===== src/rtl/mem_arb_pkg.sv =====
// Shared definitions for the two-port memory arbiter: default widths,
// arbitration state encoding and read-owner tag values.
package mem_arb_pkg;

    localparam int AW_DEF = 6;
    localparam int DW_DEF = 16;

    typedef enum logic [1:0] {
        ST_FREE    = 2'd0,
        ST_LOCKED0 = 2'd1,
        ST_LOCKED1 = 2'd2
    } arb_state_e;

    localparam logic OWNER_0 = 1'b0;
    localparam logic OWNER_1 = 1'b1;

    // Requester that should win the next contended cycle after owner is served
    function automatic logic other_owner(input logic owner);
        return ~owner;
    endfunction

endpackage


===== src/rtl/mem_arbiter_2p_if.sv =====
// Requester-side bundle of the two-port memory arbiter. The master modport
// is the pair of requesters; the slave modport is the arbiter.
interface mem_arbiter_2p_if #(
    parameter int AW = 6,
    parameter int DW = 16
);
    logic          req0;
    logic          req1;
    logic          we0;
    logic          we1;
    logic [AW-1:0] addr0;
    logic [AW-1:0] addr1;
    logic [DW-1:0] wdata0;
    logic [DW-1:0] wdata1;
    logic          lock0;
    logic          lock1;
    logic          gnt0;
    logic          gnt1;
    logic          rvalid0;
    logic          rvalid1;
    logic [DW-1:0] rdata0;
    logic [DW-1:0] rdata1;

    modport master (
        output req0, req1, we0, we1, addr0, addr1, wdata0, wdata1, lock0, lock1,
        input  gnt0, gnt1, rvalid0, rvalid1, rdata0, rdata1
    );

    modport slave (
        input  req0, req1, we0, we1, addr0, addr1, wdata0, wdata1, lock0, lock1,
        output gnt0, gnt1, rvalid0, rvalid1, rdata0, rdata1
    );

endinterface


===== src/rtl/mem_arbiter_2p_rd_tag_pipe.sv =====
// Read-return tracker: an RD_LAT-deep shift register carrying a valid bit and
// the owner of each granted read, so the tag pops out in the cycle the RAM
// presents that read's data. Async clear drops all in-flight reads.
module rd_tag_pipe #(
    parameter int RD_LAT = 1
) (
    input  logic clk,
    input  logic rst_n,
    input  logic push_valid_i,
    input  logic push_owner_i,
    output logic pop_valid_o,
    output logic pop_owner_o
);

    logic [RD_LAT-1:0] valid_q;
    logic [RD_LAT-1:0] owner_q;

    // Shift valid/owner tags one stage per clock
    always_ff @(posedge clk or negedge rst_n) begin
        if (!rst_n) begin
            valid_q <= '0;
            owner_q <= '0;
        end else begin
            for (int i = RD_LAT - 1; i > 0; i--) begin
                valid_q[i] <= valid_q[i-1];
                owner_q[i] <= owner_q[i-1];
            end
            valid_q[0] <= push_valid_i;
            owner_q[0] <= push_owner_i;
        end
    end

    assign pop_valid_o = valid_q[RD_LAT-1];
    assign pop_owner_o = owner_q[RD_LAT-1];

endmodule


===== src/rtl/mem_arbiter_2p.sv =====
// Two-requester round-robin arbiter in front of a single-port synchronous RAM,
// with optional bounded lock for back-to-back exclusive ownership.
module mem_arbiter_2p
    import mem_arb_pkg::*;
#(
    parameter int AW       = AW_DEF,
    parameter int DW       = DW_DEF,
    parameter int RD_LAT   = 1,
    parameter int LOCK_MAX = 8
) (
    input  logic               clock,
    input  logic               resetn,
    mem_arbiter_2p_if.slave    bus,
    output logic [AW-1:0]      mem_address,
    output logic [DW-1:0]      mem_data,
    output logic               mem_wren,
    input  logic [DW-1:0]      mem_q
);

    localparam int CW = $clog2(LOCK_MAX + 1);

    arb_state_e    state_q, state_d;
    logic          rr_q, rr_d;
    logic [CW-1:0] cnt_q, cnt_d;
    logic [AW-1:0] addr_q;
    logic [DW-1:0] data_q;

    logic          gnt0_s, gnt1_s;
    logic          gnt_any_s;
    logic          owner_s;
    logic          lock_sel_s;
    logic [CW-1:0] cnt_next_s;
    logic          pop_valid_s;
    logic          pop_owner_s;

    // Grant selection, lock tracking and round-robin pointer update
    always_comb begin
        state_d    = state_q;
        rr_d       = rr_q;
        cnt_d      = cnt_q;
        gnt0_s     = 1'b0;
        gnt1_s     = 1'b0;
        case (state_q)
            ST_FREE: begin
                if (bus.req0 && bus.req1) begin
                    if (rr_q == OWNER_1) begin
                        gnt1_s = 1'b1;
                    end else begin
                        gnt0_s = 1'b1;
                    end
                end else if (bus.req0) begin
                    gnt0_s = 1'b1;
                end else if (bus.req1) begin
                    gnt1_s = 1'b1;
                end else begin
                    gnt0_s = 1'b0;
                end
            end
            ST_LOCKED0: gnt0_s = bus.req0;
            ST_LOCKED1: gnt1_s = bus.req1;
            default:    state_d = ST_FREE;
        endcase
        // No grant can be issued while the arbiter is held in reset
        gnt0_s     = gnt0_s & resetn;
        gnt1_s     = gnt1_s & resetn;
        gnt_any_s  = gnt0_s | gnt1_s;
        owner_s    = gnt1_s ? OWNER_1 : OWNER_0;
        lock_sel_s = gnt1_s ? bus.lock1 : bus.lock0;
        // The grant that enters a lock counts as the first locked grant
        cnt_next_s = (state_q == ST_FREE) ? CW'(1) : (cnt_q + CW'(1));
        if (gnt_any_s) begin
            rr_d = other_owner(owner_s);
            if (lock_sel_s && (cnt_next_s < CW'(LOCK_MAX))) begin
                state_d = (owner_s == OWNER_1) ? ST_LOCKED1 : ST_LOCKED0;
                cnt_d   = cnt_next_s;
            end else begin
                state_d = ST_FREE;
                cnt_d   = '0;
            end
        end else if (state_q != ST_FREE) begin
            // Owner dropped its request while locked: release
            state_d = ST_FREE;
            cnt_d   = '0;
        end else begin
            cnt_d = '0;
        end
    end

    // Arbitration state, pointer and lock counter
    always_ff @(posedge clock or negedge resetn) begin
        if (!resetn) begin
            state_q <= ST_FREE;
            rr_q    <= OWNER_0;
            cnt_q   <= '0;
        end else begin
            state_q <= state_d;
            rr_q    <= rr_d;
            cnt_q   <= cnt_d;
        end
    end

    // Steer the granted requester onto the RAM bus, else replay the last values
    always_comb begin
        mem_address = addr_q;
        mem_data    = data_q;
        mem_wren    = 1'b0;
        if (gnt0_s) begin
            mem_address = bus.addr0;
            mem_data    = bus.wdata0;
            mem_wren    = bus.we0;
        end else if (gnt1_s) begin
            mem_address = bus.addr1;
            mem_data    = bus.wdata1;
            mem_wren    = bus.we1;
        end else begin
            mem_wren    = 1'b0;
        end
    end

    // Hold copy of the last address/data driven to the RAM
    always_ff @(posedge clock or negedge resetn) begin
        if (!resetn) begin
            addr_q <= '0;
            data_q <= '0;
        end else if (gnt_any_s) begin
            addr_q <= mem_address;
            data_q <= mem_data;
        end else begin
            addr_q <= addr_q;
            data_q <= data_q;
        end
    end

    rd_tag_pipe #(
        .RD_LAT (RD_LAT)
    ) u_rd_tag_pipe (
        .clk          (clock),
        .rst_n        (resetn),
        .push_valid_i (gnt_any_s & ~mem_wren),
        .push_owner_i (owner_s),
        .pop_valid_o  (pop_valid_s),
        .pop_owner_o  (pop_owner_s)
    );

    // Route returning read data to its owner; mem_q is already the RAM's
    // registered output, so it is presented in the cycle the tag pops out
    always_comb begin
        bus.rvalid0 = pop_valid_s & (pop_owner_s == OWNER_0);
        bus.rvalid1 = pop_valid_s & (pop_owner_s == OWNER_1);
        bus.rdata0  = '0;
        bus.rdata1  = '0;
        if (bus.rvalid0) begin
            bus.rdata0 = mem_q;
        end else if (bus.rvalid1) begin
            bus.rdata1 = mem_q;
        end else begin
            bus.rdata0 = '0;
        end
    end

    assign bus.gnt0 = gnt0_s;
    assign bus.gnt1 = gnt1_s;

endmodule


===== src/flat_wrapper.sv =====
// flat-port wrapper written by rule: the top's interface ports become plain ports
module mem_arbiter_2p_flat import mem_arb_pkg::*;
#(
    parameter int AW       = AW_DEF,
    parameter int DW       = DW_DEF,
    parameter int RD_LAT   = 1,
    parameter int LOCK_MAX = 8
)
  (clock, resetn, mem_address, mem_data, mem_wren, mem_q, bus_req0, bus_req1, bus_we0, bus_we1, bus_addr0, bus_addr1, bus_wdata0, bus_wdata1, bus_lock0, bus_lock1, bus_gnt0, bus_gnt1, bus_rvalid0, bus_rvalid1, bus_rdata0, bus_rdata1);
  mem_arbiter_2p_if #(.AW(AW), .DW(DW)) bus_i ();
  input  logic clock;
  input  logic resetn;
  output logic [AW-1:0] mem_address;
  output logic [DW-1:0] mem_data;
  output logic mem_wren;
  input  logic [DW-1:0] mem_q;
  input wire logic [$bits(bus_i.req0)-1:0] bus_req0;
  input wire logic [$bits(bus_i.req1)-1:0] bus_req1;
  input wire logic [$bits(bus_i.we0)-1:0] bus_we0;
  input wire logic [$bits(bus_i.we1)-1:0] bus_we1;
  input wire logic [$bits(bus_i.addr0)-1:0] bus_addr0;
  input wire logic [$bits(bus_i.addr1)-1:0] bus_addr1;
  input wire logic [$bits(bus_i.wdata0)-1:0] bus_wdata0;
  input wire logic [$bits(bus_i.wdata1)-1:0] bus_wdata1;
  input wire logic [$bits(bus_i.lock0)-1:0] bus_lock0;
  input wire logic [$bits(bus_i.lock1)-1:0] bus_lock1;
  output wire logic [$bits(bus_i.gnt0)-1:0] bus_gnt0;
  output wire logic [$bits(bus_i.gnt1)-1:0] bus_gnt1;
  output wire logic [$bits(bus_i.rvalid0)-1:0] bus_rvalid0;
  output wire logic [$bits(bus_i.rvalid1)-1:0] bus_rvalid1;
  output wire logic [$bits(bus_i.rdata0)-1:0] bus_rdata0;
  output wire logic [$bits(bus_i.rdata1)-1:0] bus_rdata1;
  assign bus_i.req0 = bus_req0;
  assign bus_i.req1 = bus_req1;
  assign bus_i.we0 = bus_we0;
  assign bus_i.we1 = bus_we1;
  assign bus_i.addr0 = bus_addr0;
  assign bus_i.addr1 = bus_addr1;
  assign bus_i.wdata0 = bus_wdata0;
  assign bus_i.wdata1 = bus_wdata1;
  assign bus_i.lock0 = bus_lock0;
  assign bus_i.lock1 = bus_lock1;
  assign bus_gnt0 = bus_i.gnt0;
  assign bus_gnt1 = bus_i.gnt1;
  assign bus_rvalid0 = bus_i.rvalid0;
  assign bus_rvalid1 = bus_i.rvalid1;
  assign bus_rdata0 = bus_i.rdata0;
  assign bus_rdata1 = bus_i.rdata1;
  mem_arbiter_2p #(.AW(AW), .DW(DW), .RD_LAT(RD_LAT), .LOCK_MAX(LOCK_MAX)) u_core (.clock(clock), .resetn(resetn), .bus(bus_i), .mem_address(mem_address), .mem_data(mem_data), .mem_wren(mem_wren), .mem_q(mem_q));
endmodule

===== config.mk =====
export PLATFORM = sky130hd
export DESIGN_NAME = mem_arbiter_2p_flat
export DESIGN_NICKNAME = d
export VERILOG_FILES = /design/src/rtl/mem_arb_pkg.sv /design/src/rtl/mem_arbiter_2p_if.sv /design/src/rtl/mem_arbiter_2p_rd_tag_pipe.sv /design/src/rtl/mem_arbiter_2p.sv /design/src/flat_wrapper.sv
export SDC_FILE = /design/constraint.sdc
export NUM_CORES = 1
export LEC_CHECK = 0
export ABC_AREA = 1
export BUFFER_PORTS_ARGS = -buffer_cell sky130_fd_sc_hd__buf_2
export CAP_MARGIN = 5
export CELL_PAD_IN_SITES_DETAIL_PLACEMENT = 0
export CELL_PAD_IN_SITES_GLOBAL_PLACEMENT = 2
export CORE_MARGIN = 5
export CORE_UTILIZATION = 18
export DETAILED_ROUTE_END_ITERATION = 12
export HOLD_SLACK_MARGIN = 0.12
export MAX_ROUTING_LAYER = met4
export PLACE_DENSITY = 0.73
export SETUP_SLACK_MARGIN = 0.05
export SLEW_MARGIN = 20
export SYNTH_ARGS = -nofsm -noshare
export SYNTH_HDL_FRONTEND = slang
export SYNTH_SLANG_ARGS = --single-unit

===== constraint.sdc =====
create_clock -name clock -period 1.2 [get_ports clock]
set_input_delay 0.24 -clock clock [delete_from_list [all_inputs] [get_ports clock]]
set_output_delay 0.24 -clock clock [all_outputs]
set_load 0.005 [all_outputs]

# --- Word-level counts from Yosys, hierarchy flattened ---
# Cells that the tools add are included.
totals:
  inputBits: 68
  out_inout_bits: 59
  wordCells: 54
  reg_bits: 31
op_classes:
  n_eq_ne: 3
  bitwise: 9
  addsub: 1
  order_cmp: 1
  reduce_logical: 5
  n_mux: 28
ops:
  columns: ["operator", "n"]
  rows:
  - ["$mux 16", 5]
  - ["$mux 4", 3]
  - ["$mux 6", 2]
  - ["$mux 1", 11]
  - ["$mux 2", 5]
  - ["$and 1x1->1", 5]
  - ["$add 4x1->4 const B", 1]
  - ["$lt 4x4->1 const B", 1]
  - ["$pmux 1 s2", 2]
  - ["$ne 3x1->1 const B", 1]
  - ["$not 1->1", 3]
  - ["$reduce_or 3->1", 1]
  - ["$eq 2x1->1 const B", 1]
  - ["$eq 2x2->1 const B", 1]
  - ["$logic_and 1x1->1", 2]
  - ["$logic_not 2->1", 1]
  - ["$reduce_bool 2->1", 1]
  - ["$or 1x1->1", 1]

# --- Longest topological paths before layout ---
depth:
  word_depth: 9
  ltp_mapped: 8

# --- Modules after synthesis ---
# From an unflattened synthesis, not the netlist that was laid out.
unflattened:
  cells_unflattened: 248
  area_unflattened_um2: 1764.2
modules_own_cells:
  columns: ["module", "cells_each", "seq_area_each_um2", "area_each_um2", "n_inst"]
  rows:
  - ["mem_arbiter_2p", 246, 725.7, 1714.1, 1]
  - ["rd_tag_pipe", 2, 50.0, 50.0, 1]

# --- Worst setup path after synthesis ---
# Ideal clock, no wire load.
synth_path:
  path_kind: "register to output"
  from: "register u_core.state_q[0]"
  to: "output mem_data[13]"
  required_time_ns: 0.960
  arrival_time_ns: 1.002
  path_slack_ns: -0.042
  n_path_buf: 1
  path_stages_with_launch: 9
  path_cell_list: "dfrtp_1 -> inv_2 -> nand2_2 -> nor2_4 -> nand2_2 -> inv_4 -> buf_12 -> nand2_1 -> nand3_1"
synth_between:
  elab_chain_cells: 5
  word_cells_on_any_way: 9
  cone_classes: "2 x eq/ne; 4 x mux; 2 x bitwise; 1 x reduce/logical"
synth_lines:
  columns: ["item", "line", "text"]
  rows:
  - ["start: declaration", "mem_arbiter_2p.sv:22", "arb_state_e state_q, state_d;"]
  - ["start signal: assignment", "mem_arbiter_2p.sv:96", "state_q <= state_d;"]
  - ["$eq 2x2->1 or $logic_not 2->1 (tied branches)", "mem_arbiter_2p.sv:43", "case (state_q)"]
  - ["$pmux 1 s2 *", "mem_arbiter_2p.sv:43", null]
  - ["$and 1x1->1 *", "mem_arbiter_2p.sv:65", "gnt1_s = gnt1_s & resetn;"]
  - ["named net bus_gnt1", "flat_wrapper.sv:28", "output wire logic [$bits(bus_i.gnt1)-1:0] bus_gnt1;"]
  - ["$mux 16 *", "mem_arbiter_2p.sv:111", "end else if (gnt1_s) begin"]
  - ["$mux 16 *", "mem_arbiter_2p.sv:107", "if (gnt0_s) begin"]
  - ["end: declaration", "flat_wrapper.sv:14", "output logic [DW-1:0] mem_data;"]
# The timed path passes the listed nets; every way through them passes the cells marked *.

# --- Final worst setup path ---
layout_path:
  from: "register u_core.state_q[1]"
  to: "output mem_data[13]"
layout_between:
  elab_chain_cells: 5
  word_cells_on_any_way: 9
  cone_classes: "2 x eq/ne; 4 x mux; 2 x bitwise; 1 x reduce/logical"
layout_lines:
  columns: ["item", "line"]
  rows:
  - ["$eq 2x2->1 or $logic_not 2->1 (tied branches)", "mem_arbiter_2p.sv:43"]
  - ["$pmux 1 s2", "mem_arbiter_2p.sv:43"]
  - ["$and 1x1->1", "mem_arbiter_2p.sv:65"]
  - ["$mux 16", "mem_arbiter_2p.sv:111"]
  - ["$mux 16 *", "mem_arbiter_2p.sv:107"]
# Mark *: on every way between the ends. The rest lies on a longest branch, timed or not.

==> results.cfg <==
[synthesis]
synth_area_leaders = dfrtp_1, nand2_1, nand3_1
post_synth.cell_area_avg_sq_um = 7.124
synth_top_cell_by_area = dfrtp_1
post_synth_instance_area_sq_um = 1767
synth_async_sr_flop_share = 1.000
seq_area_frac_synth = 0.4391
postSynthNetCount = 317
synth_flop_cell = dfrtp_1
synthTopCellsByCount = nand2_1, nand3_1, nor2_1
ys_types = 20
yosysMostFrequentCell = nand2_1
synth_edf_count = 0
synthesis.instances = 248
netlist.area_leader.share = 0.4391
ys_ff_latch = 31
synth_warnings = 0

[setup_path]
r2r_slack_ns = -0.25
critical-path-top-delay-family = buffers and inverters
worst_r2r_path_depth = 11
critical_path_arrival_ns = 1.53
worst-setup-path-type = reg -> out
worstPathMaxFanout = 4
critical-path-max-stage-delay_ns = 0.40
slowest_stage = dfrtp_1
number_of_buffers_and_inverters_on_the_critical_path = 4
worstSetupEndpointType = primary output
crit_path_cell_trace = inv_2 > nand3_2 > nand2_2 > clkinv_4 > buf_4 > nand2_1 > nand3_1 > buf_2
worst-path-stages = 8
crit_path_start_kind = flop
required_ns = 0.96

[global_routing]
first_global_vias = 2163
grt_max_degree = 24
grt_overflow_total = 0
grt.total_usage = 0.1028
grt_antenna_before_repair = 0
first_pass_grt_wire_length_um = 9439

[sta]
fin_skew_ns = 0.004292
worst_path_setup_slack_after_routing_ns = -0.5663
timing_hold_violations_final = 0
post_route_setup_tns_ns = -25.52
final.hold.worst_slack_ns = 0.1920
min_period_ns = 1.766
timing_limited_maximum_frequency_mhz = 566.2
layout_worst_path_cycle_share = 1.472
slew_viol_final = 0
setup_repair_after_global_routing_missed_its_margin = true
final-setup-viol-count = 86

[detailed_routing]
vias = 2329
detailedRoute.firstPassIterationCount = 4
finalWirelength_um = 7076
via_per_inst = 3.974
drtIter0Drc = 74
route.antenna.remaining_nets = 0
route.detailed.wl_per_inst_um = 12.08
drc = 0

[pwr]
cellLeakagePower_nw = 2.174
powerDensity_nw_per_um2 = 982.5
power.switching_mw = 1.129
report.power.total_mw = 3.692
power_switching_share = 0.3057
pwr-share-seq = 0.339
ir_drop_uv = 550.2
pwr-share-clk = 0.288
comb_pwr_share = 0.373
cellInternalPower_mw = 2.563

[min_path]
timing.hold.worst_path_depth = 3
hp-class = in -> reg

[place]
placement.setup.worst_slack_ns = -0.2931
finalWeightedCongestion = 0.7812
place.detailed.hpwl_um = 4921
post-place-cells = 564
placedInstanceArea_sq_um = 3060
placement.io_buffers = 126

[clock_tree]
clk_pin_slew_worst_paths_ns = 0.07
clock_latency_ns = 0.28
clockRootBuffer = clkbuf_8
clock_tree_from_tritoncts = built
cts-buffers-inserted = 5
cts_sinks = 31
cts_htree_levels = 2
cts_buffer_depth = 2

[die]
floorplan.die_area_sq_um = 11900
dieHeight_um = 109.1
core_area_sq_um = 9684
initial_utilization = 0.1824
fp-row-count = 36
die_width_um = 109.1
num_io_pins = 127

[final_layout]
area_occupied_by_multi_input_gates_sq_um = 1176
final_nets = 521
postLayoutCoreUtil = 0.3880
final_cell_area_sq_um = 3757
area.sequential_sq_um = 775.7
areaGrowthSynthToFinish_pct = 112.7
num-fill-cells = 997
layout.cells.non_filler = 586
post_route_cells_drive_above_1_share = 0.6777
diodes = 0

[run_status]
failed_checks = negative setup slack
run_status = finished, violations left

[job]
count_of_maximum_capacitance_violations = 0
timing repair:
action | in CTS | in global routing
pin swaps | 2 | 4
resized for setup | 23 | 96
gates cloned | 1 | 4
endpoints found under the setup margin | 86 | 87
hold buffers | 1 | 0
hold endpoints to repair | 31 | 0
setup buffers | 5 | 6
routing by layer:
| metal | track usage | up-vias | routed length (um) |
|---|---|---|---|
| li1 | - | 1176 | - |
| met1 | 0.1174 | 1049 | 2808 |
| met2 | 0.1768 | 98 | 3575 |
| met3 | 0.02901 | 6 | 631 |
| met4 | 0.02705 | 0 | 59 |
| met5 | - | - | 0 |
power groups by stage:
stage                     Combinational, mW  Sequential, mW  Clock [mW]
after detailed placement               1.09            1.25           0
after global routing                   1.52            1.27        1.14
after global placement                 1.08            1.25           0
final                                  1.38            1.25        1.06
after CTS                              1.18            1.24        1.10
after floorplan                       0.488            1.24           0
cell families (layout without fill, tap and decap cells):
kind of cell             count (synthesis)  in the layout  share of synthesized area
buffers and inverters                   37            242                     0.1105
AO/OA/AOI/OAI                            2              2                   0.005660
XOR/XNOR                                 1              1                   0.004958
adder cells (fa/ha/maj)                  1              1                   0.007081
flip-flops                              31             31                     0.4391
AND/OR/NAND/NOR                        175            175                     0.4306
other                                    1              1                   0.002123
registers in the layout (all words and copies together), names as in the netlist:
register                          flops
u_core.state_q                        2
u_core.addr_q                         6
u_core.rr_q                           1
u_core.u_rd_tag_pipe.pop_valid_o      1
u_core.cnt_q                          4
u_core.data_q                        16
u_core.u_rd_tag_pipe.pop_owner_o      1
area by class of cell:
| class | instances | share of cell area |
|---|---|---|
| sequential | 31 | 0.2065 |
| clock inverter | 2 | 0.009324 |
| multi-input combinational | 180 | 0.3130 |
| inverter | 29 | 0.03497 |
| timing repair inverter | 1 | 0.002331 |
| clock buffer | 6 | 0.02198 |
| timing repair buffer | 204 | 0.3676 |
| tap | 133 | 0.04429 |
cell usage in the layout (no fill, tap or decap), types with 8 or more instances in the layout:
master	instances
nand2_1	48
nand2_2	23
nand3_1	35
nand3_2	18
nor2_4	21
nand2_4	8
inv_1	19
dfrtp_1	31
buf_4	59
nor2_1	8
nor2_2	13
buf_6	14
buf_2	123
path summary, 6_finish.rpt:
check	start	endpoint
max in group asynchronous	resetn	u_core.data_q[9]
min reg2reg	u_core.data_q[13]	u_core.data_q[13]
min in group asynchronous	resetn	u_core.rr_q
max	u_core.state_q[1]	mem_data[13]
min	bus_wdata0[13]	u_core.data_q[13]
max reg2reg	u_core.state_q[0]	u_core.cnt_q[1]
worst reg2reg max path, stage by stage (launching register included):
cell and delay (ns):
dfrtp_1 0.40, inv_2 0.09, nand2_2 0.06, nor2_4 0.09
nand2_2 0.08, buf_4 0.13, buf_4 0.12, buf_4 0.12
nand2_2 0.05, nand2_2 0.06, nand2_4 0.09, nor2_1 0.04
(Power assumes the default switching activity.)
